### src/rtl/oh_clkgate_ctrl_if.sv
// oh_clkgate_ctrl_if: bundle of the clock-gate controller's activity inputs and
// gating/handshake outputs.
//   busy, wake_req, force_on, stats_clear : requester -> controller
//   clk_en, active, wake_ack, gated_cycles : controller -> requester / gate cell
// Modports: master = the side driving activity, slave = the controller.
interface oh_clkgate_ctrl_if #(
  parameter int SW = 32
);
  logic          busy;
  logic          wake_req;
  logic          force_on;
  logic          stats_clear;
  logic          clk_en;
  logic          active;
  logic          wake_ack;
  logic [SW-1:0] gated_cycles;

  modport master (
    output busy, wake_req, force_on, stats_clear,
    input  clk_en, active, wake_ack, gated_cycles
  );

  modport slave (
    input  busy, wake_req, force_on, stats_clear,
    output clk_en, active, wake_ack, gated_cycles
  );
endinterface

### src/rtl/oh_clkgate_ctrl.sv
// oh_clkgate_ctrl: idle-detect clock-gate controller, clocked by the free-running
// clock. clk_en feeds the clk-low enable latch of the domain's clock-gate cell.
// Gates the domain after IDLE_CYCLES consecutive idle cycles and restores it on
// busy, wake_req or force_on; the wake sequence holds clk_en high for WAKE_CYCLES
// cycles before the domain is reported active and wake_req is acknowledged.
// Ports:
//   clk   : free-running clock (rising edge)
//   reset : synchronous reset, active-high
//   bus   : oh_clkgate_ctrl_if.slave (busy, wake_req, force_on, stats_clear in;
//           clk_en, active, wake_ack, gated_cycles out; all outputs registered)
// Optional build macro OH_CLKGATE_STATS_EN: enables the saturating gated-cycle
// counter on gated_cycles (cleared by stats_clear). Without it gated_cycles is 0.
module oh_clkgate_ctrl #(
  parameter int IDLE_CYCLES = 16,
  parameter int WAKE_CYCLES = 2,
  parameter int SW          = 32
) (
  input  logic                clk,
  input  logic                reset,
  oh_clkgate_ctrl_if.slave    bus
);
  localparam int IW = $clog2(IDLE_CYCLES + 1);
  localparam int WW = $clog2(WAKE_CYCLES + 1);

  typedef enum logic [1:0] {RUN = 2'd0, OFF = 2'd1, WAKE = 2'd2} state_t;

  state_t        state, state_nxt;
  logic [IW-1:0] idle_cnt, idle_nxt;
  logic [WW-1:0] wake_cnt, wake_nxt;
  logic          clk_en_q, active_q, wake_ack_q;
  logic          clk_en_d, active_d, wake_ack_d;
  logic          wake;

  assign wake = bus.busy | bus.wake_req | bus.force_on;

  // state register plus registered outputs
  always_ff @(posedge clk) begin
    if (reset) begin
      state      <= RUN;
      idle_cnt   <= '0;
      wake_cnt   <= '0;
      clk_en_q   <= 1'b1;
      active_q   <= 1'b1;
      wake_ack_q <= 1'b0;
    end else begin
      state      <= state_nxt;
      idle_cnt   <= idle_nxt;
      wake_cnt   <= wake_nxt;
      clk_en_q   <= clk_en_d;
      active_q   <= active_d;
      wake_ack_q <= wake_ack_d;
    end
  end

  // next-state logic
  always_comb begin
    state_nxt = state;
    idle_nxt  = idle_cnt;
    wake_nxt  = wake_cnt;
    unique case (state)
      RUN: begin
        if (wake) begin
          idle_nxt = '0;
        end else if (idle_cnt == IW'(IDLE_CYCLES - 1)) begin
          state_nxt = OFF;
          idle_nxt  = '0;
        end else begin
          idle_nxt = idle_cnt + 1'b1;
        end
      end
      OFF: begin
        if (wake) begin
          state_nxt = WAKE;
          wake_nxt  = '0;
        end
      end
      WAKE: begin
        // not abortable: inputs are ignored until the clock has settled
        if (wake_cnt == WW'(WAKE_CYCLES - 1)) begin
          state_nxt = RUN;
          idle_nxt  = '0;
          wake_nxt  = '0;
        end else begin
          wake_nxt = wake_cnt + 1'b1;
        end
      end
      default: begin
        state_nxt = RUN;
        idle_nxt  = '0;
        wake_nxt  = '0;
      end
    endcase
  end

  // outputs are decoded from the next state so each one is a plain flop and
  // clk_en only moves on the rising edge (stable through the latch's low phase)
  always_comb begin
    clk_en_d   = (state_nxt != OFF);
    active_d   = (state_nxt == RUN);
    wake_ack_d = bus.wake_req & (state_nxt == RUN);
  end

  assign bus.clk_en   = clk_en_q;
  assign bus.active   = active_q;
  assign bus.wake_ack = wake_ack_q;

`ifdef OH_CLKGATE_STATS_EN
  logic [SW-1:0] gcnt;

  // counts cycles with the domain gated; clear wins over increment, saturates
  always_ff @(posedge clk) begin
    if (reset || bus.stats_clear) begin
      gcnt <= '0;
    end else if (!clk_en_q && (gcnt != {SW{1'b1}})) begin
      gcnt <= gcnt + 1'b1;
    end
  end

  assign bus.gated_cycles = gcnt;
`else
  logic unused_stats_clear;
  assign unused_stats_clear = bus.stats_clear;
  assign bus.gated_cycles   = '0;
`endif
endmodule

### src/flat_wrapper.sv
// flat-port wrapper written by rule: the top's interface ports become plain ports
module oh_clkgate_ctrl_flat 
#(
  parameter int IDLE_CYCLES = 16,
  parameter int WAKE_CYCLES = 2,
  parameter int SW          = 32
)
  (clk, reset, bus_busy, bus_wake_req, bus_force_on, bus_stats_clear, bus_clk_en, bus_active, bus_wake_ack, bus_gated_cycles);
  oh_clkgate_ctrl_if #(.SW(SW)) bus_i ();
  input  logic clk;
  input  logic reset;
  input wire logic [$bits(bus_i.busy)-1:0] bus_busy;
  input wire logic [$bits(bus_i.wake_req)-1:0] bus_wake_req;
  input wire logic [$bits(bus_i.force_on)-1:0] bus_force_on;
  input wire logic [$bits(bus_i.stats_clear)-1:0] bus_stats_clear;
  output wire logic [$bits(bus_i.clk_en)-1:0] bus_clk_en;
  output wire logic [$bits(bus_i.active)-1:0] bus_active;
  output wire logic [$bits(bus_i.wake_ack)-1:0] bus_wake_ack;
  output wire logic [$bits(bus_i.gated_cycles)-1:0] bus_gated_cycles;
  assign bus_i.busy = bus_busy;
  assign bus_i.wake_req = bus_wake_req;
  assign bus_i.force_on = bus_force_on;
  assign bus_i.stats_clear = bus_stats_clear;
  assign bus_clk_en = bus_i.clk_en;
  assign bus_active = bus_i.active;
  assign bus_wake_ack = bus_i.wake_ack;
  assign bus_gated_cycles = bus_i.gated_cycles;
  oh_clkgate_ctrl #(.IDLE_CYCLES(IDLE_CYCLES), .WAKE_CYCLES(WAKE_CYCLES), .SW(SW)) u_core (.clk(clk), .reset(reset), .bus(bus_i));
endmodule
### config.mk
export PLATFORM = sky130hd
export DESIGN_NAME = oh_clkgate_ctrl_flat
export DESIGN_NICKNAME = d
export VERILOG_FILES = /design/src/rtl/oh_clkgate_ctrl_if.sv /design/src/rtl/oh_clkgate_ctrl.sv /design/src/flat_wrapper.sv
export SDC_FILE = /design/constraint.sdc
export NUM_CORES = 1
export LEC_CHECK = 0
export ABC_AREA = 1
export CORE_MARGIN = 2
export CORE_UTILIZATION = 38
export CTS_CLUSTER_SIZE = 14
export DETAILED_ROUTE_END_ITERATION = 16
export PLACE_DENSITY_LB_ADDON = 0.05
export SLEW_MARGIN = 40
export SYNTH_ARGS = -nofsm -noshare
export SYNTH_HDL_FRONTEND = slang
export SYNTH_SLANG_ARGS = --single-unit
### constraint.sdc
create_clock -name clk -period 1.45 [get_ports clk]
set_clock_uncertainty 0.2 [all_clocks]
set_input_delay 0.435 -clock clk [delete_from_list [all_inputs] [get_ports clk]]
set_output_delay 0.435 -clock clk [all_outputs]
set_load 0.05 [all_outputs]
; Word level (Yosys, flattened, before mapping)
; Index checks and enable logic that the tools add are counted.
[word_totals]
ff_bits = 12
out_inout_bits = 35
[op_classes]
add_sub_neg = 2
eq_ne = 7
mux = 12
bitwise = 5
reduce_logical = 4
[op_table]
columns = op, count
row1 = two-way mux 5 bit, 3
row2 = case mux 5 bit (3 select lines), 1
row3 = two-way mux 2 bit, 6
row4 = case mux 2 bit (3 select lines), 2
row5 = "!= test 2 x 1 -> 1 bit, second input constant", 3
row6 = "adder 5 x 1 -> 5 bit, second input constant", 1
row7 = "equality test 5 x 4 -> 1 bit, second input constant", 1
row8 = "equality test 2 x 1 -> 1 bit, second input constant", 2
row9 = logical NOT 2 bit, 2
row10 = AND reduction 2 bit, 2
row11 = "adder 2 x 1 -> 2 bit, second input constant", 1
row12 = "equality test 2 bit, second input constant", 1
row13 = NOT 1 bit, 2
row14 = OR 1 bit, 2
row15 = AND 1 bit, 1

; Longest topological paths before layout
[logic_depth]
depth_word = 6
mapped_depth = 7

; Least setup slack after synthesis
; OpenSTA, ideal clock, no wires.
[synth_path]
kind = register -> register
startpoint = reg u_core.idle_cnt[0]
endpoint = reg u_core.clk_en_q, in the netlist u_core.bus.clk_en
t_arrival_ns = 0.978
path_slack_ns = 0.159
path_stages_with_launch = 7
n_path_buf = 0
period_less_slack_ns = 1.291
cell_sequence = dfxtp_1 ha_1 nand3_1 nor2_1 o21bai_1 nor2_1 inv_1
[synth_via]
elab_chain_cells = 5
[synth_rtl]
columns = item, line
row1 = "start, declared", oh_clkgate_ctrl.sv:28  ; logic [IW-1:0] idle_cnt, idle_nxt;
row2 = "start signal, assigned", oh_clkgate_ctrl.sv:47  ; idle_cnt <= idle_nxt;
row3 = equality test 5 x 4 -> 1 bit, oh_clkgate_ctrl.sv:64  ; end else if (idle_cnt == IW'(IDLE_CYCLES - 1)) begin
row4 = two-way mux 2 bit, oh_clkgate_ctrl.sv:64
row5 = two-way mux 2 bit, oh_clkgate_ctrl.sv:62  ; if (wake) begin
row6 = case mux 2 bit (3 select lines), oh_clkgate_ctrl.sv:60  ; unique case (state)
row7 = != test 2 x 1 -> 1 bit, oh_clkgate_ctrl.sv:98  ; clk_en_d = (state_nxt != OFF);
row8 = "end signal, assigned", oh_clkgate_ctrl.sv:49  ; clk_en_q <= clk_en_d;
row9 = "end, declared", oh_clkgate_ctrl.sv:30  ; logic clk_en_q, active_q, wake_ack_q;
; No other way between the ends.
; A chain may end at the register's enable or synchronous reset.

; Worst setup path after layout
[layout_path]
startpoint = reg u_core.wake_ack_q, in the netlist u_core.bus.wake_ack
endpoint = out bus_wake_ack
[layout_rtl]
columns = item, line
row1 = "start, declared", oh_clkgate_ctrl.sv:30
row2 = "start signal, assigned", oh_clkgate_ctrl.sv:51  ; wake_ack_q <= wake_ack_d;
row3 = "end, declared", flat_wrapper.sv:18  ; output wire logic [$bits(bus_i.wake_ack)-1:0] bus_wake_ack;
; No word-level cell between the ends.

==> results.json <==
{
  "startpoint": "u_core.bus.wake_ack",
  "antenna_left": 0,
  "hold_violations": 0,
  "power_density_mw_per_mm2": 887.3,
  "startpoint_type": "register",
  "synth_top_cell_area_share_pct": 31.37,
  "drc": 0,
  "worstPathRequired_ns": 0.82,
  "rsz0062_at_grt": "false",
  "dr_wl_met2_um": 586,
  "dr.pass1.iters": 3,
  "grt_pass1_wl_um": 1945,
  "yosys-top-cells-count": "buf_4 (32), nand2_1 (20), nor2_1 (14)",
  "cp.arrival_ns": 0.76,
  "yosysWarnings": 0,
  "max_cap_viol_count": 0,
  "antenna_found_initial": 0,
  "wl_per_cell_um": 7.986,
  "synth-seq-cells": 12,
  "fmax_mhz": 716.9,
  "nFillCells": 218,
  "pre_cts_ws_ns": -0.3930,
  "cts_tree": "built",
  "wirelength_um": 1174,
  "core_mm2": 0.001922,
  "drive_gt1_share_pct": 20.83,
  "routed.top_layer": "met4",
  "drt_iter0_drc": 4,
  "via_per_inst": 3.762,
  "r2r_cells": 6,
  "postSynthAreaPerCell_um2": 7.156,
  "crit_end": "bus_wake_ack",
  "cts_buffers": 3,
  "grt_usage_pct": 10.76,
  "ios": 41,
  "worst_ir_drop_vdd_mv": 0.4928,
  "crit_type": "register to output pin",
  "grt_max_degree": 7,
  "multi_input_area_um2": 395.4,
  "overflow": 0,
  "cts.sinks": 12,
  "yosysTopAreaCell": "dfxtp_1",
  "initial_utilization_pct": 39.84,
  "slew_violations": 0,
  "synth-edff-count": 0,
  "fin_ws_ns": 0.05506,
  "globalplace.congestion": 0.7861,
  "row_count": 16,
  "cpPeakStageDelay_ns": 0.36,
  "cts_root_buf": "clkbuf_4",
  "syn_area_um2": 765.7,
  "r2r_end": "u_core.bus.clk_en",
  "synthArstFlopShare_pct": 0,
  "p_leak_uw": 0.0004134,
  "finalCritPeriodShare_pct": 96.20,
  "cts_hold_buf": 0,
  "crit_family": "flip-flops",
  "dpl.hpwl_um": 976.2,
  "insertedDiodeCount": 0,
  "r2r-start": "u_core.idle_cnt[0]",
  "syn_inst": 107,
  "yosys.cell_types.count": 17,
  "reg2reg_slack_ns": 0.09,
  "final_cells": 147,
  "portBuffers": 7,
  "clkLatencyLatePin_ns": 0.26,
  "die_w_um": 48.89,
  "clk_path_buf_depth": 2,
  "seq_area_um2": 241.5,
  "period_minus_slack_ns": 1.395,
  "hold_path.class": "register to register",
  "ys_top_cells_by_area": "dfxtp_1 (31%), buf_4 (31%), nand2_1 (9.8%)",
  "wl_met1_um": 498,
  "synthFlopType": "dfxtp_1",
  "nets": 129,
  "path_cells": "buf_12",
  "post_cts_buffers": 0,
  "setup_viol": 0,
  "h-tree-depth": 1,
  "wl_met3_um": 79,
  "holdWs_ns": 0.2396,
  "synth.most_common_cell": "buf_4",
  "cp.buffers_inverters": 1,
  "path_max_fanout": 1,
  "status": "complete, no violations",
  "area_delta_synth_final_pct": 12.09,
  "dieArea_mm2": 0.002390,
  "clk_pin_slew_ns": 0.07,
  "slowest_stage": "dfxtp_1",
  "die_y_um": 48.89,
  "endpoint_kind": "output pin",
  "yosysSeqAreaShare_pct": 31.37,
  "placed_cells": 144,
  "cp_num_cells": 1,
  "grt_pass1_vias": 494,
  "vias": 553
}
placed cells by master, fill, tap and decap left out, types with 2 or more instances in the layout:
cell	instances
buf_4	4
dlygate4sd2_1	2
nor2_2	3
nor2_1	10
clkbuf_4	3
nand2_1	20
conb_1	32
dfxtp_1	11
nand3_1	3
a21oi_1	5
inv_1	6
clkdlybuf4s50_1	2
nor2_4	2
buf_12	3
inv_2	4
layout make-up:
type,count,share of cell area [%]
multi-input combinational,84,46.06
sequential,12,28.13
timing repair buffer,11,14.87
inverter,10,4.373
tap,27,3.936
clock buffer,3,2.624
what timing repair did:
item                                    4_1_cts  5_1_grt
endpoints found under the setup margin        9        9
gates resized for setup                       7        5
pin swaps                                     3        1
worst min path at each step:
stage,start,cells past startpoint,slack (ns),to
detailed placement,u_core.wake_cnt[1],2,0.23,u_core.wake_cnt[1]
global placement,u_core.wake_cnt[1],2,0.23,u_core.wake_cnt[1]
finish,u_core.wake_cnt[1],2,0.24,u_core.wake_cnt[1]
global route,u_core.wake_cnt[1],2,0.30,u_core.wake_cnt[1]
CTS,u_core.wake_cnt[1],2,0.24,u_core.wake_cnt[1]
floorplan,u_core.wake_cnt[1],2,0.22,u_core.wake_cnt[1]
layer usage:
metal	vias to the layer above	GRT usage [%]
met5	-	0
met4	0	8.095
met3	2	3.681
met2	16	15.75
met1	243	12.90
li1	292	-
metrics by stage:
stage          TNS (ns)  utilization [%]  instance area (µm²)  total power [µW]
6_report              0            44.66                858.3             761.6
5_1_grt               0            44.66                858.3             807.1
4_1_cts               0            44.08                847.1             772.2
3_5_place_dp     -3.763            41.93                805.8             569.5
3_3_place_gp     -3.308            41.93                805.8             569.3
2_1_floorplan         0                -                882.1             608.7
kinds of logic after synthesis:
| group | after synthesis | synth area share (%) |
|---|---|---|
| AND/OR/NAND/NOR | 41 | 22.39 |
| other | 1 | 0.4897 |
| flip-flops | 12 | 31.37 |
| adder cells (fa/ha/maj) | 1 | 1.634 |
| buffers and inverters | 42 | 36.27 |
| AO/OA/AOI/OAI | 10 | 7.843 |
power by group:
part	internal, µW	switching (µW)	leakage [µW]
clock network	95.8	101	0.0000138
logic	24.2	205	0.000302
registers	333	3.07	0.0000975
flip-flops by register name (all words and copies together) (netlist names):
register and flops:
u_core.bus.clk_en 1, u_core.idle_cnt 5, u_core.state 2, u_core.bus.wake_ack 1, u_core.wake_cnt 2, u_core.bus.active 1
Note: power is estimated with default switching activity, not from simulation.
